File: src/rtl/bp_mcore_loop_dispatcher_pkg.sv
// Shared types for the multi-core loop dispatcher.
package bp_mcore_loop_dispatcher_pkg;

  typedef enum logic [1:0] {
    e_idle     = 2'd0,
    e_run      = 2'd1,
    e_grant    = 2'd2,
    e_complete = 2'd3
  } bp_mlooper_disp_state_e;

endpackage

File: src/rtl/bsg_arb_round_robin.sv
// Round-robin requester picker. The pointer moves past a core only when that
// core's grant is actually consumed, so an unaccepted grant costs no fairness.
module bsg_arb_round_robin #(
  parameter int width_p    = 2,
  parameter int id_width_p = (width_p == 1) ? 1 : $clog2(width_p)
) (
  input  logic                  clk_i,
  input  logic                  reset_n_i,
  input  logic [width_p-1:0]    reqs_i,
  input  logic                  yumi_i,
  input  logic [id_width_p-1:0] yumi_id_i,
  output logic                  v_o,
  output logic [id_width_p-1:0] id_o
);

  logic [id_width_p-1:0] r_ptr;
  logic [id_width_p-1:0] w_cand;

  // (ptr + k) mod width_p for k < width_p needs at most one subtraction
  function automatic logic [id_width_p-1:0] f_wrap(input logic [id_width_p:0] s);
    logic [id_width_p:0] t;
    t = (s >= (id_width_p+1)'(width_p)) ? s - (id_width_p+1)'(width_p) : s;
    return t[id_width_p-1:0];
  endfunction

  // Scan from the pointer downward so the candidate closest to the pointer wins
  always_comb begin
    v_o    = 1'b0;
    id_o   = r_ptr;
    w_cand = '0;
    for (int k = width_p - 1; k >= 0; k--) begin
      w_cand = f_wrap({1'b0, r_ptr} + (id_width_p+1)'(k));
      if (reqs_i[w_cand]) begin
        v_o  = 1'b1;
        id_o = w_cand;
      end
    end
  end

  // Pointer advances to the core after the one whose grant was consumed
  always_ff @(posedge clk_i) begin
    if (!reset_n_i)  r_ptr <= '0;
    else if (yumi_i) r_ptr <= f_wrap({1'b0, yumi_id_i} + (id_width_p+1)'(1));
  end

endmodule

File: src/rtl/bsg_dff_en.sv
// Enabled register bank with synchronous active-low clear.
module bsg_dff_en #(
  parameter int width_p = 1
) (
  input  logic               clk_i,
  input  logic               reset_n_i,
  input  logic               en_i,
  input  logic [width_p-1:0] data_i,
  output logic [width_p-1:0] data_o
);

  logic [width_p-1:0] r_data;

  // Capture on enable; clear on reset so a discarded grant leaves no residue
  always_ff @(posedge clk_i) begin
    if (!reset_n_i) r_data <= '0;
    else if (en_i)  r_data <= data_i;
  end

  assign data_o = r_data;

endmodule

File: src/rtl/bp_mcore_loop_dispatcher.sv
// Dynamic loop-iteration scheduler: shares [start,end) among cores in chunks,
// one outstanding grant at a time, then hands every core a done grant.
module bp_mcore_loop_dispatcher
  import bp_mcore_loop_dispatcher_pkg::*;
#(
  parameter int num_core_p       = 2,
  parameter int dword_width_p    = 64,
  parameter int core_id_width_lp = (num_core_p == 1) ? 1 : $clog2(num_core_p)
) (
  input  logic                        clk_i,
  input  logic                        reset_n_i,
  input  logic                        cfg_v_i,
  output logic                        cfg_ready_o,
  input  logic [dword_width_p-1:0]    cfg_start_i,
  input  logic [dword_width_p-1:0]    cfg_end_i,
  input  logic [dword_width_p-1:0]    cfg_chunk_i,
  input  logic [num_core_p-1:0]       req_v_i,
  output logic                        grant_v_o,
  output logic [core_id_width_lp-1:0] grant_id_o,
  output logic [dword_width_p-1:0]    grant_start_o,
  output logic [dword_width_p-1:0]    grant_end_o,
  output logic                        grant_done_o,
  input  logic                        grant_yumi_i,
  output logic                        busy_o,
  output logic                        done_o
);

  localparam int W  = dword_width_p;
  localparam int FW = core_id_width_lp + 2 * W + 1;

  bp_mlooper_disp_state_e r_state;
  logic [W-1:0]           r_next_idx, r_end, r_chunk;
  logic [num_core_p-1:0]  r_done_mask;
  logic                   r_cfg_ready, r_grant_v, r_busy, r_done;

  logic                        w_arb_v;
  logic [core_id_width_lp-1:0] w_arb_id;
  logic [W:0]                  w_sum;
  logic                        w_is_done;
  logic [W-1:0]                w_g_start, w_g_end, w_cfg_chunk;
  logic                        w_latch, w_yumi;
  logic [num_core_p-1:0]       w_done_onehot, w_mask_nxt;
  logic [FW-1:0]               w_grant_q;

  // Chunk arithmetic one bit wide so the end index saturates instead of wrapping
  assign w_sum       = {1'b0, r_next_idx} + {1'b0, r_chunk};
  assign w_is_done   = (r_next_idx >= r_end);
  assign w_g_start   = w_is_done ? r_end : r_next_idx;
  assign w_g_end     = (w_is_done || (w_sum >= {1'b0, r_end})) ? r_end : w_sum[W-1:0];
  assign w_cfg_chunk = (cfg_chunk_i == '0) ? W'(1) : cfg_chunk_i;

  assign w_latch = (r_state == e_run) && w_arb_v;
  assign w_yumi  = r_grant_v && grant_yumi_i;

  bsg_arb_round_robin #(
    .width_p   (num_core_p),
    .id_width_p(core_id_width_lp)
  ) u_arb (
    .clk_i    (clk_i),
    .reset_n_i(reset_n_i),
    .reqs_i   (req_v_i),
    .yumi_i   (w_yumi),
    .yumi_id_i(grant_id_o),
    .v_o      (w_arb_v),
    .id_o     (w_arb_id)
  );

  bsg_dff_en #(.width_p(FW)) u_grant_q (
    .clk_i    (clk_i),
    .reset_n_i(reset_n_i),
    .en_i     (w_latch),
    .data_i   ({w_arb_id, w_g_start, w_g_end, w_is_done}),
    .data_o   (w_grant_q)
  );

  assign {grant_id_o, grant_start_o, grant_end_o, grant_done_o} = w_grant_q;

  // Done-mask update for the core currently holding the grant
  always_comb begin
    w_done_onehot             = '0;
    w_done_onehot[grant_id_o] = 1'b1;
    w_mask_nxt                = grant_done_o ? (r_done_mask | w_done_onehot) : r_done_mask;
  end

  // Dispatcher FSM with registered status outputs
  always_ff @(posedge clk_i) begin
    if (!reset_n_i) begin
      r_state     <= e_idle;
      r_next_idx  <= '0;
      r_end       <= '0;
      r_chunk     <= W'(1);
      r_done_mask <= '0;
      r_cfg_ready <= 1'b1;
      r_grant_v   <= 1'b0;
      r_busy      <= 1'b0;
      r_done      <= 1'b0;
    end else begin
      r_done <= 1'b0;
      unique case (r_state)
        e_idle: if (cfg_v_i) begin
          r_next_idx  <= cfg_start_i;
          r_end       <= cfg_end_i;
          r_chunk     <= w_cfg_chunk;
          r_done_mask <= '0;
          r_cfg_ready <= 1'b0;
          r_busy      <= 1'b1;
          r_state     <= e_run;
        end
        e_run: if (w_arb_v) begin
          r_grant_v <= 1'b1;
          r_state   <= e_grant;
        end
        e_grant: if (grant_yumi_i) begin
          if (!grant_done_o) r_next_idx <= grant_end_o;
          r_done_mask <= w_mask_nxt;
          r_grant_v   <= 1'b0;
          if (&w_mask_nxt) begin
            r_done  <= 1'b1;
            r_state <= e_complete;
          end else begin
            r_state <= e_run;
          end
        end
        e_complete: begin
          r_cfg_ready <= 1'b1;
          r_busy      <= 1'b0;
          r_state     <= e_idle;
        end
        default: r_state <= e_idle;
      endcase
    end
  end

  assign cfg_ready_o = r_cfg_ready;
  assign grant_v_o   = r_grant_v;
  assign busy_o      = r_busy;
  assign done_o      = r_done;

endmodule

File: config.mk
export PLATFORM = sky130hd
export DESIGN_NAME = bp_mcore_loop_dispatcher
export DESIGN_NICKNAME = d
export VERILOG_FILES = /design/src/rtl/bp_mcore_loop_dispatcher_pkg.sv /design/src/rtl/bsg_arb_round_robin.sv /design/src/rtl/bsg_dff_en.sv /design/src/rtl/bp_mcore_loop_dispatcher.sv
export SDC_FILE = /design/constraint.sdc
export NUM_CORES = 1
export LEC_CHECK = 0
export BUFFER_PORTS_ARGS = -buffer_cell sky130_fd_sc_hd__buf_2
export CAP_MARGIN = 15
export CORE_ASPECT_RATIO = 0.8
export CORE_UTILIZATION = 52
export DETAILED_ROUTE_END_ITERATION = 10
export GPL_TIMING_DRIVEN = 0
export PLACE_DENSITY = 0.77
export SYNTH_ARGS = -nofsm -noshare
export SYNTH_HDL_FRONTEND = slang
export SYNTH_HIERARCHICAL = 1
export SYNTH_SLANG_ARGS = --single-unit
export TNS_END_PERCENT = 5
File: constraint.sdc
create_clock -name clk_i -period 4.55 [get_ports clk_i]
set_input_delay 0.6825 -clock clk_i [delete_from_list [all_inputs] [get_ports clk_i]]
set_output_delay 0.6825 -clock clk_i [all_outputs]
set_load 0.01 [all_outputs]
## Word level (Yosys, flattened, before mapping)

Index checks and enable logic that the tools add are counted.

| word-level totals | value |
|---|---|
| register bits after elaboration | 331 |
| output and inout port bits | 134 |
| word-level logic and storage cells | 88 |

| operators by class | value |
|---|---|
| add/sub/neg operators | 6 |
| magnitude comparators | 9 |
| equal/unequal tests | 7 |
| multiplexer cells | 37 |
| bitwise operators | 1 |
| reductions and logical operators | 17 |

Operators by type and width:

| operator | number |
|---|---|
| 64-bit two-way mux | 6 |
| 64-bit one-hot mux with 2 select lines | 1 |
| 64-bit by 64-bit adder with 65-bit output | 1 |
| 65-bit by 64-bit greater-or-equal comparator with 1-bit output | 1 |
| 64-bit greater-or-equal comparator | 1 |
| 64-bit logical NOT | 1 |
| 1-bit two-way mux | 17 |
| 2-bit two-way mux | 7 |
| 3-bit AND reduction | 4 |
| 2-bit != test (second input constant) | 4 |
| 2-bit one-hot mux with 4 select lines | 1 |
| 1-bit by 2-bit < comparator with 1-bit output (second input constant) | 3 |
| 1-bit one-hot mux with 2 select lines | 3 |
| 2-bit AND reduction | 3 |
| 2-bit nonzero test | 3 |
| 1-bit by 1-bit adder with 2-bit output (second input constant) | 2 |
| 2-bit == test (second input constant) | 2 |
| 2-bit greater-or-equal comparator (second input constant) | 2 |
| 2-bit one-hot mux with 2 select lines | 1 |
| 4-bit AND reduction | 1 |
| 1-bit logical AND | 3 |
| 1-bit subtractor (second input constant) | 3 |
| 2-bit by 1-bit == test with 1-bit output (second input constant) | 1 |
| 1-bit by 2-bit greater-or-equal comparator with 1-bit output (second input constant) | 1 |
| 5 further kinds | 5 |

## Logic depth before layout (Yosys ltp)

Gate-level depths: netlist of run 1.

| logic depth | value |
|---|---|
| word-level depth | 10 |
| gate-level depth with buffers | 26 |

## Cells and area by module

Netlist of run 1, hierarchy kept.

By module, submodules not included:

| module | times used | cells an instance | area an instance (µm²) | seq. area each (µm²) |
|---|---|---|---|---|
| bp_mcore_loop_dispatcher | 1 | 2075 | 15721.3 | 4003.8 |
| bsg_dff_en | 1 | 419 | 5021.1 | 2602.5 |
| bsg_arb_round_robin | 1 | 6 | 55.1 | 20.0 |

## Least setup slack after synthesis of run 1

Ideal clock, no wire load.

| timing path | value |
|---|---|
| path kind | reg-to-reg |
| start point | reg r_next_idx[0] |
| end point | reg u_grant_q.r_data[47], in the netlist u_grant_q/data_o[47] |
| data arrival time | 4.797 ns |
| required time | 4.434 ns |
| path slack | -0.363 ns |
| stages on the path, launching flop included | 24 |
| clock period less this slack | 4.913 ns |
| path through | dfxtp_1 ha_1 inv_1 fa_1 nand2b_1 a21oi_1 nor2_1 o31ai_2 a41oi_1 o31ai_1 a21oi_1 xnor2_1 ha_1 nand4_1 nor3_1 nand4_1 or4_1 o21ai_0 a211oi_1 nand4b_1 buf_2 mux2_2 mux2i_1 nor2b_1 |

| on the way | value |
|---|---|
| longest elaborated chain between the ends | 4 |
| elaborated cells on any way between the ends | 5 |

Ends and longest elaborated chain:

| element | RTL line | source |
|---|---|---|
| from (decl) | bp_mcore_loop_dispatcher.sv:32 | `logic [W-1:0] r_next_idx, r_end, r_chunk;` |
| from (signal assigned) | bp_mcore_loop_dispatcher.sv:101 | `r_next_idx <= cfg_start_i;` |
| from (signal assigned) | bp_mcore_loop_dispatcher.sv:114 | `if (!grant_done_o) r_next_idx <= grant_end_o;` |
| 64-bit by 64-bit adder with 65-bit output | bp_mcore_loop_dispatcher.sv:46 | `assign w_sum = {1'b0, r_next_idx} + {1'b0, r_chunk};` |
| 65-bit by 64-bit greater-or-equal comparator with 1-bit output | bp_mcore_loop_dispatcher.sv:49 | `assign w_g_end = (w_is_done \|\| (w_sum >= {1'b0, r_end})) ? r_end : w_sum[W-1:0];` |
| 1-bit logical OR | bp_mcore_loop_dispatcher.sv:49 |  |
| 64-bit two-way mux * | bp_mcore_loop_dispatcher.sv:49 |  |
| net w_g_end[46] | bp_mcore_loop_dispatcher.sv:40 | `logic [W-1:0] w_g_start, w_g_end, w_cfg_chunk;` |
| to (signal assigned) | bsg_dff_en.sv:17 | `else if (en_i) r_data <= data_i;` |
| to (decl) | bsg_dff_en.sv:12 | `logic [width_p-1:0] r_data;` |

Mark *: on every way through the listed nets, which the timed path passes. The rest lies on a longest branch.
A chain may end at the register's enable or synchronous reset.

## Final worst setup path of run 1

| timing path | value |
|---|---|
| start point | reg r_next_idx[2] |
| end point | reg u_grant_q.r_data[50], in the netlist u_grant_q/data_o[50] |

The elaborated chain is that of the path after synthesis.

==> impl_metrics.env, run 1 <==
export IMPL_ios=332
export IMPL_grt_ovfl_total=0
export IMPL_synth_warnings=6
export IMPL_cp_slowest_cell="dfxtp_4"
export IMPL_drv_cap=0
export IMPL_nFillCells=3349
export IMPL_vdd_drop_max_mv=0.292
export IMPL_area_growth_pct=25.1
export IMPL_r2r_end="u_grant_q/data_o[50]"
export IMPL_grt_pass1_wl_mm=114
export IMPL_synthMuxAreaShare_pct=12.7
export IMPL_cp_startpoint="r_next_idx[2]"
export IMPL_cts_htree_levels=2
export IMPL_synthCells=2500
export IMPL_synth_top_area_share_pct=31.9
export IMPL_worstPathMaxFanout=10
export IMPL_hold_depth=3
export IMPL_slowest_delay_ns=0.37
export IMPL_dieArea_um2=40800
export IMPL_cts_buffers=37
export IMPL_multi_input_area_um2=14100
export IMPL_yosys_top_cells_area="dfxtp_1, ha_1, nand2_1, mux2_2, mux2i_1"
export IMPL_crit_path_end_kind="register"
export IMPL_hold_start="cfg_end_i[11]"
export IMPL_drive_above_1_share_pct=24.9
export IMPL_failed_checks="negative setup slack"
export IMPL_p_leak_uw=0.0111
export IMPL_wl_per_cell_um=21.7
export IMPL_hold_violations=0
export IMPL_min_period_over_period_pct=127
export IMPL_most_common_layout_cells="nand2_1, buf_2, dfxtp_1, a21oi_1, ha_1"
export IMPL_synth_seq_cells=331
export IMPL_fin_ws_ns=-1.24
export IMPL_post_dp_hpwl_mm=58.3
export IMPL_slew_viol_final=0
export IMPL_place_congestion=0.978
export IMPL_crit_end="u_grant_q/data_o[50]"
export IMPL_critPathLaunchType="register"
export IMPL_powerDensity_nw_per_um2=389
export IMPL_min_period_ns=5.79
export IMPL_dr_total_vias=20800
export IMPL_regArea_um2=6670
export IMPL_initial_core_util_pct=52.7
export IMPL_clk_path_buf_depth=3
export IMPL_route_detailed_drc=0
export IMPL_grt_antenna_before_repair=3
export IMPL_yosysSeqAreaShare_pct=31.9
export IMPL_clk_latency_ns=0.55
export IMPL_pre_cts_ws_ns=-3.52
export IMPL_mostFrequentLayoutCell="nand2_1"
export IMPL_numPlacedInstances=3370
export IMPL_synth_xor_area_share_pct=2.57
export IMPL_synth_edff_count=0
export IMPL_arrival_ns=6.22
export IMPL_worst_pin_slew_ns=0.992
export IMPL_fin_skew_ns=0.0305
export IMPL_synth_flop_cell="dfxtp_1"
export IMPL_synthArstFlopShare_pct=0
export IMPL_route_detailed_vias_per_inst=5.97
export IMPL_synthAdderAreaFrac_pct=11.7
export IMPL_cp_data_required_time_ns=4.97
export IMPL_regToRegSetupSlack_ns=-1.24
export IMPL_fp_dieW_um=226
export IMPL_root_buffer="clkbuf_16"
export IMPL_port_buffers=331
export IMPL_nets=3301
export IMPL_synth_largest_area_cell="dfxtp_1"
export IMPL_yosys_area_share_simple_pct=19.5
export IMPL_timing_rr_start="r_next_idx[2]"
export IMPL_synth_nets=2891
export IMPL_status="finished with violations"
export IMPL_synth_compound_area_share_pct=16.4
export IMPL_syn_avg_cell_area_um2=8.32
export IMPL_routed_wl_mm=75.6
export IMPL_drt_iter0_drc=1737
export IMPL_clkTransAtPathRegs_ns=0.07
export IMPL_grt_max_degree=15
export IMPL_grt_pass1_vias=19800
export IMPL_ant_nets=0
export IMPL_synth_top_family_by_area="simple AND/OR/NAND/NOR gates"
export IMPL_rsz0062_at_grt="yes"
export IMPL_hold_path_class="in -> reg"
export IMPL_core_um2=39400
export IMPL_final_cells=3476
export IMPL_finalSetupViolations=64
export IMPL_std_cell_rows=65
export IMPL_synth_distinct_cells=71
export IMPL_die_y_um=181
export IMPL_grtUsageTotal_pct=36.0
export IMPL_cts_tree="yes"
export IMPL_synth_area_um2=20800
export IMPL_crit_type="reg -> reg"
export IMPL_slew_headroom_pct=33.9
export IMPL_cts_sinks=331
export IMPL_dr_pass1_iters=6
export IMPL_holdWs_ns=0.365
export IMPL_fmax_mhz=173
export IMPL_reg2reg_depth=25
## worst min-delay path by stage
stage / end
6_report: r_end[11]
2_1_floorplan: r_chunk[10]
3_5_place_dp: r_chunk[7]
4_1_cts: r_end[11]
5_1_grt: r_end[7]
3_3_place_gp: r_chunk[59]
## kinds of logic after synthesis
| family | Yosys count |
|---|---|
| flops | 331 |
| fa+ha+maj | 194 |
| simple gates | 889 |
| xor+xnor | 61 |
| buf+inv | 234 |
| compound gates | 542 |
| mux | 249 |
## cell type report
cell class                      instances  share of cell area, %
Antenna cell                            3                 0.0289
Buffer                                138                   3.19
Clock buffer                           50                   4.14
Clock inverter                         16                  0.784
Inverter                               86                   1.24
Multi-Input combinational cell       1935                   54.2
Sequential cell                       331                   25.7
Tap cell                              536                   2.58
Timing Repair Buffer                  381                   8.21
## report_power, final
part | total [µW] | switching (µW) | internal (µW)
combinational | 3550 | 1990 | 1570
sequential | 3340 | 231 | 3100
clock | 3230 | 1330 | 1900
## cell usage after synthesis, types with 3 or more instances
library cell    n
nand2b_1       12
o21a_1          8
o21ai_1         6
a21boi_0        4
nor2_1        125
nand3_1        32
a221oi_1        4
o211ai_1       11
o221ai_1        4
and4_1          7
buf_4           4
buf_2          10
nor3_1         25
inv_1          85
mux2_2        117
buf_1           4
nand2_1       462
clkbuf_1      118
o21ai_0        68
a31oi_1        11
buf_12         11
nor3b_1         4
nor4_1         17
dfxtp_1       331
o21bai_1       12
a311o_1         3
o31ai_1         4
a211oi_1       19
and3_1          8
xnor2_1        38
a21oi_1       253
a311oi_1       64
a41oi_1         3
o211a_1         3
a21o_1         40
mux2i_1       130
and2_1          7
xor2_1         23
or4_1           3
nand4_1        40
or3_1           4
a221o_1         3
nor2b_1       138
ha_1          192
## metrics by stage
step / power [µW] / setup TNS [ns] / util (%) / area (µm²)
3_5_place_dp: 6340 / -216.80 / 59.3 / 23400
4_1_cts: 9940 / -57.97 / 65.2 / 25700
5_1_grt: 10500 / -79.05 / 65.9 / 26000
3_3_place_gp: 6260 / -218.14 / 59.2 / 23300
2_1_floorplan: 5360 / -7.46 / - / 21000
6_report: 10100 / -73.96 / 65.9 / 26000
## worst max-delay path: cells and delay by family, from the launching register on
family,cells,cell delay (ns)
AOI/OAI and AO/OA,10,2.11
and+or+nand+nor,8,1.52
buffers and inverters,3,0.57
adders and majority gates,2,0.56
muxes,2,0.49
DFF,1,0.37
## state kept, by name, indices dropped and copies added (netlist names)
name,flops
busy_o,1
cfg_ready_o,1
done_o,1
grant_v_o,1
r_chunk,64
r_done_mask,2
r_end,64
r_next_idx,64
r_state,2
u_arb/r_ptr,1
u_grant_q/data_o,130
## layer usage
metal,part of all wire (%),GRT usage [%]
met3,8.3,6.24
met1,45,50.9
met4,3.7,13.6
met5,0,0
met2,43,54.3
## repair_timing
action,CTS,global route
setup buffers,33,11
setup endpoints to repair,98,89
cloned,2,0
hold buffers,0,0
pin swaps,40,18
gates resized for setup,163,57
(Power assumes the default switching activity.)
==> run 2, diff against run 1 <==
- SKIP_CTS_REPAIR_TIMING: unset -> 1
==> impl_metrics.env, run 2 (synthesis results as in run 1) <==
export IMPL_route_detailed_drc=0
export IMPL_std_cell_rows=65
export IMPL_regToRegSetupSlack_ns=-1.24
export IMPL_routed_wl_mm=75.2
export IMPL_area_growth_pct=24.1
export IMPL_fin_skew_ns=0.0281
export IMPL_min_period_over_period_pct=127
export IMPL_place_congestion=0.978
export IMPL_p_leak_uw=0.0110
export IMPL_ios=332
export IMPL_slowest_delay_ns=0.45
export IMPL_root_buffer="clkbuf_16"
export IMPL_worstPathMaxFanout=7
export IMPL_die_y_um=181
export IMPL_wl_met2_mm=32.3
export IMPL_drt_iter0_drc=1837
export IMPL_timing_rr_start="r_next_idx[13]"
export IMPL_cts_tree="yes"
export IMPL_fp_dieW_um=226
export IMPL_crit_type="reg -> reg"
export IMPL_initial_core_util_pct=52.7
export IMPL_wl_per_cell_um=21.7
export IMPL_clkTransAtPathRegs_ns=0.06
export IMPL_fin_ws_ns=-1.24
export IMPL_cts_htree_levels=2
export IMPL_dieArea_um2=40800
export IMPL_cts_sinks=331
export IMPL_dr_total_vias=20800
export IMPL_cts_buffers=37
export IMPL_r2r_end="u_grant_q/data_o[18]"
export IMPL_final_util_pct=65.4
export IMPL_finalSetupViolations=99
export IMPL_core_um2=39400
export IMPL_total_power_uw=10100
export IMPL_wl_met1_mm=33.3
export IMPL_grt_pass1_wl_mm=110
export IMPL_wl_met3_mm=6.68
export IMPL_grt_pass1_vias=19300
export IMPL_cp_slowest_cell="a221oi_4"
export IMPL_ant_nets=0
export IMPL_dr_max_layer_used="met4"
export IMPL_crit_chain="ha_2 > nand4_1 > o21ai_0 > a31oi_2 > o31ai_4 > a41oi_4 > o21ai_4 > a211oi_4 > o21ai_2 > xor2_2 > ha_4 > and4_4 > nand3_4 > a21oi_2 > a221oi_4 > nand3_4 > o221ai_4 > nand4b_1 > buf_6 > buf_12 > buf_12 > mux2_4 > mux2i_1 > nor2b_1"
export IMPL_rsz0062_at_grt="yes"
export IMPL_grt_max_degree=15
export IMPL_final_cells=3467
export IMPL_crit_path_end_kind="register"
export IMPL_slew_viol_final=0
export IMPL_post_dp_hpwl_mm=58.3
export IMPL_drv_cap=0
export IMPL_critPathLaunchType="register"
export IMPL_status="finished with violations"
export IMPL_dpl_instance_area_um2=23400
export IMPL_vdd_drop_max_mv=0.293
export IMPL_slew_headroom_pct=33.4
export IMPL_worst_pin_slew_ns=0.992
export IMPL_clk_latency_ns=0.55
export IMPL_grtUsageTotal_pct=35.0
export IMPL_nets=3293
export IMPL_grt_ovfl_total=0
export IMPL_drive_above_1_share_pct=23.7
export IMPL_hold_violations=0
export IMPL_reg2reg_depth=24
export IMPL_fin_area_um2=25800
export IMPL_arrival_ns=6.23
export IMPL_mostFrequentLayoutCell="nand2_1"
export IMPL_route_detailed_vias_per_inst=5.99
export IMPL_crit_buf_inv=3
export IMPL_port_buffers=331
export IMPL_clk_path_buf_depth=3
export IMPL_fmax_mhz=173
export IMPL_min_period_ns=5.79
export IMPL_cp_top_family="compound AO/OA/AOI/OAI gates"
export IMPL_dr_pass1_iters=6
export IMPL_grt_antenna_before_repair=4
export IMPL_failed_checks="negative setup slack"
export IMPL_largest_reg_flops=130
export IMPL_hold_depth=3
export IMPL_powerDensity_nw_per_um2=392
export IMPL_cp_data_required_time_ns=4.99
export IMPL_hold_start="cfg_end_i[11]"
export IMPL_hold_path_class="in -> reg"
export IMPL_most_common_layout_cells="nand2_1, buf_2, dfxtp_1, a21oi_1, ha_1"
export IMPL_hold_path_endpoint="r_end[11]"
export IMPL_numPlacedInstances=3370
run 2: report_power, final:
part	internal [µW]	leakage, µW	switching (µW)
clock	1900	0.000616	1320
sequential	3100	0.00271	228
combinational	1580	0.00771	1970
total	6580	0.0110	3520
run 2: worst max path at each step:
stage,start,end,slack [ns],cells past startpoint
after global placement,r_next_idx[1],u_grant_q/data_o[1],-3.56,22
after global routing,r_next_idx[9],u_grant_q/data_o[44],-1.42,22
final,r_next_idx[13],u_grant_q/data_o[18],-1.24,24
after detailed placement,r_next_idx[1],u_grant_q/data_o[1],-3.52,22
after CTS,r_next_idx[1],u_grant_q/data_o[1],-3.58,22
after floorplan,r_chunk[0],u_grant_q/data_o[49],-0.16,24
run 2: stage by stage:
step,hold WS (ns),setup TNS [ns],setup WS (ns)
6_report,0.369,-86.46,-1.24
5_1_grt,0.361,-98.75,-1.42
4_1_cts,0.354,-221.29,-3.58
3_5_place_dp,0.453,-216.80,-3.52
3_3_place_gp,0.449,-218.14,-3.56
2_1_floorplan,0.440,-7.46,-0.160
run 2: layer usage:
| layer | global-route usage [%] | vias up |
|---|---|---|
| met5 | 0 | - |
| met2 | 52.1 | 982 |
| li1 | - | 9645 |
| met4 | 13.7 | 0 |
| met3 | 7.45 | 180 |
| met1 | 49.1 | 9951 |
run 2: worst register-to-register path, cell delays in order, from the launching register on:
cell and delay [ns]:
dfxtp_1 0.44, ha_2 0.37, nand4_1 0.20, o21ai_0 0.14, a31oi_2 0.25, o31ai_4 0.15
a41oi_4 0.40, o21ai_4 0.16, a211oi_4 0.41, o21ai_2 0.16, xor2_2 0.27, ha_4 0.26
and4_4 0.20, nand3_4 0.12, a21oi_2 0.09, a221oi_4 0.45, nand3_4 0.18, o221ai_4 0.25
nand4b_1 0.15, buf_6 0.16, buf_12 0.16, buf_12 0.16, mux2_4 0.30, mux2i_1 0.18
nor2b_1 0.07
run 2: final cells by class:
class / instances / area (µm²)
diodes: 2 / 5.00
plain buffers: 140 / 823
clock buffers: 50 / 1080
clock inverters: 16 / 204
fillers: 3360 / 13600
inverters: 86 / 323
multi-input cells: 1935 / 13900
flip-flops and latches: 331 / 6660
well taps: 536 / 671
repair buffers: 371 / 2110
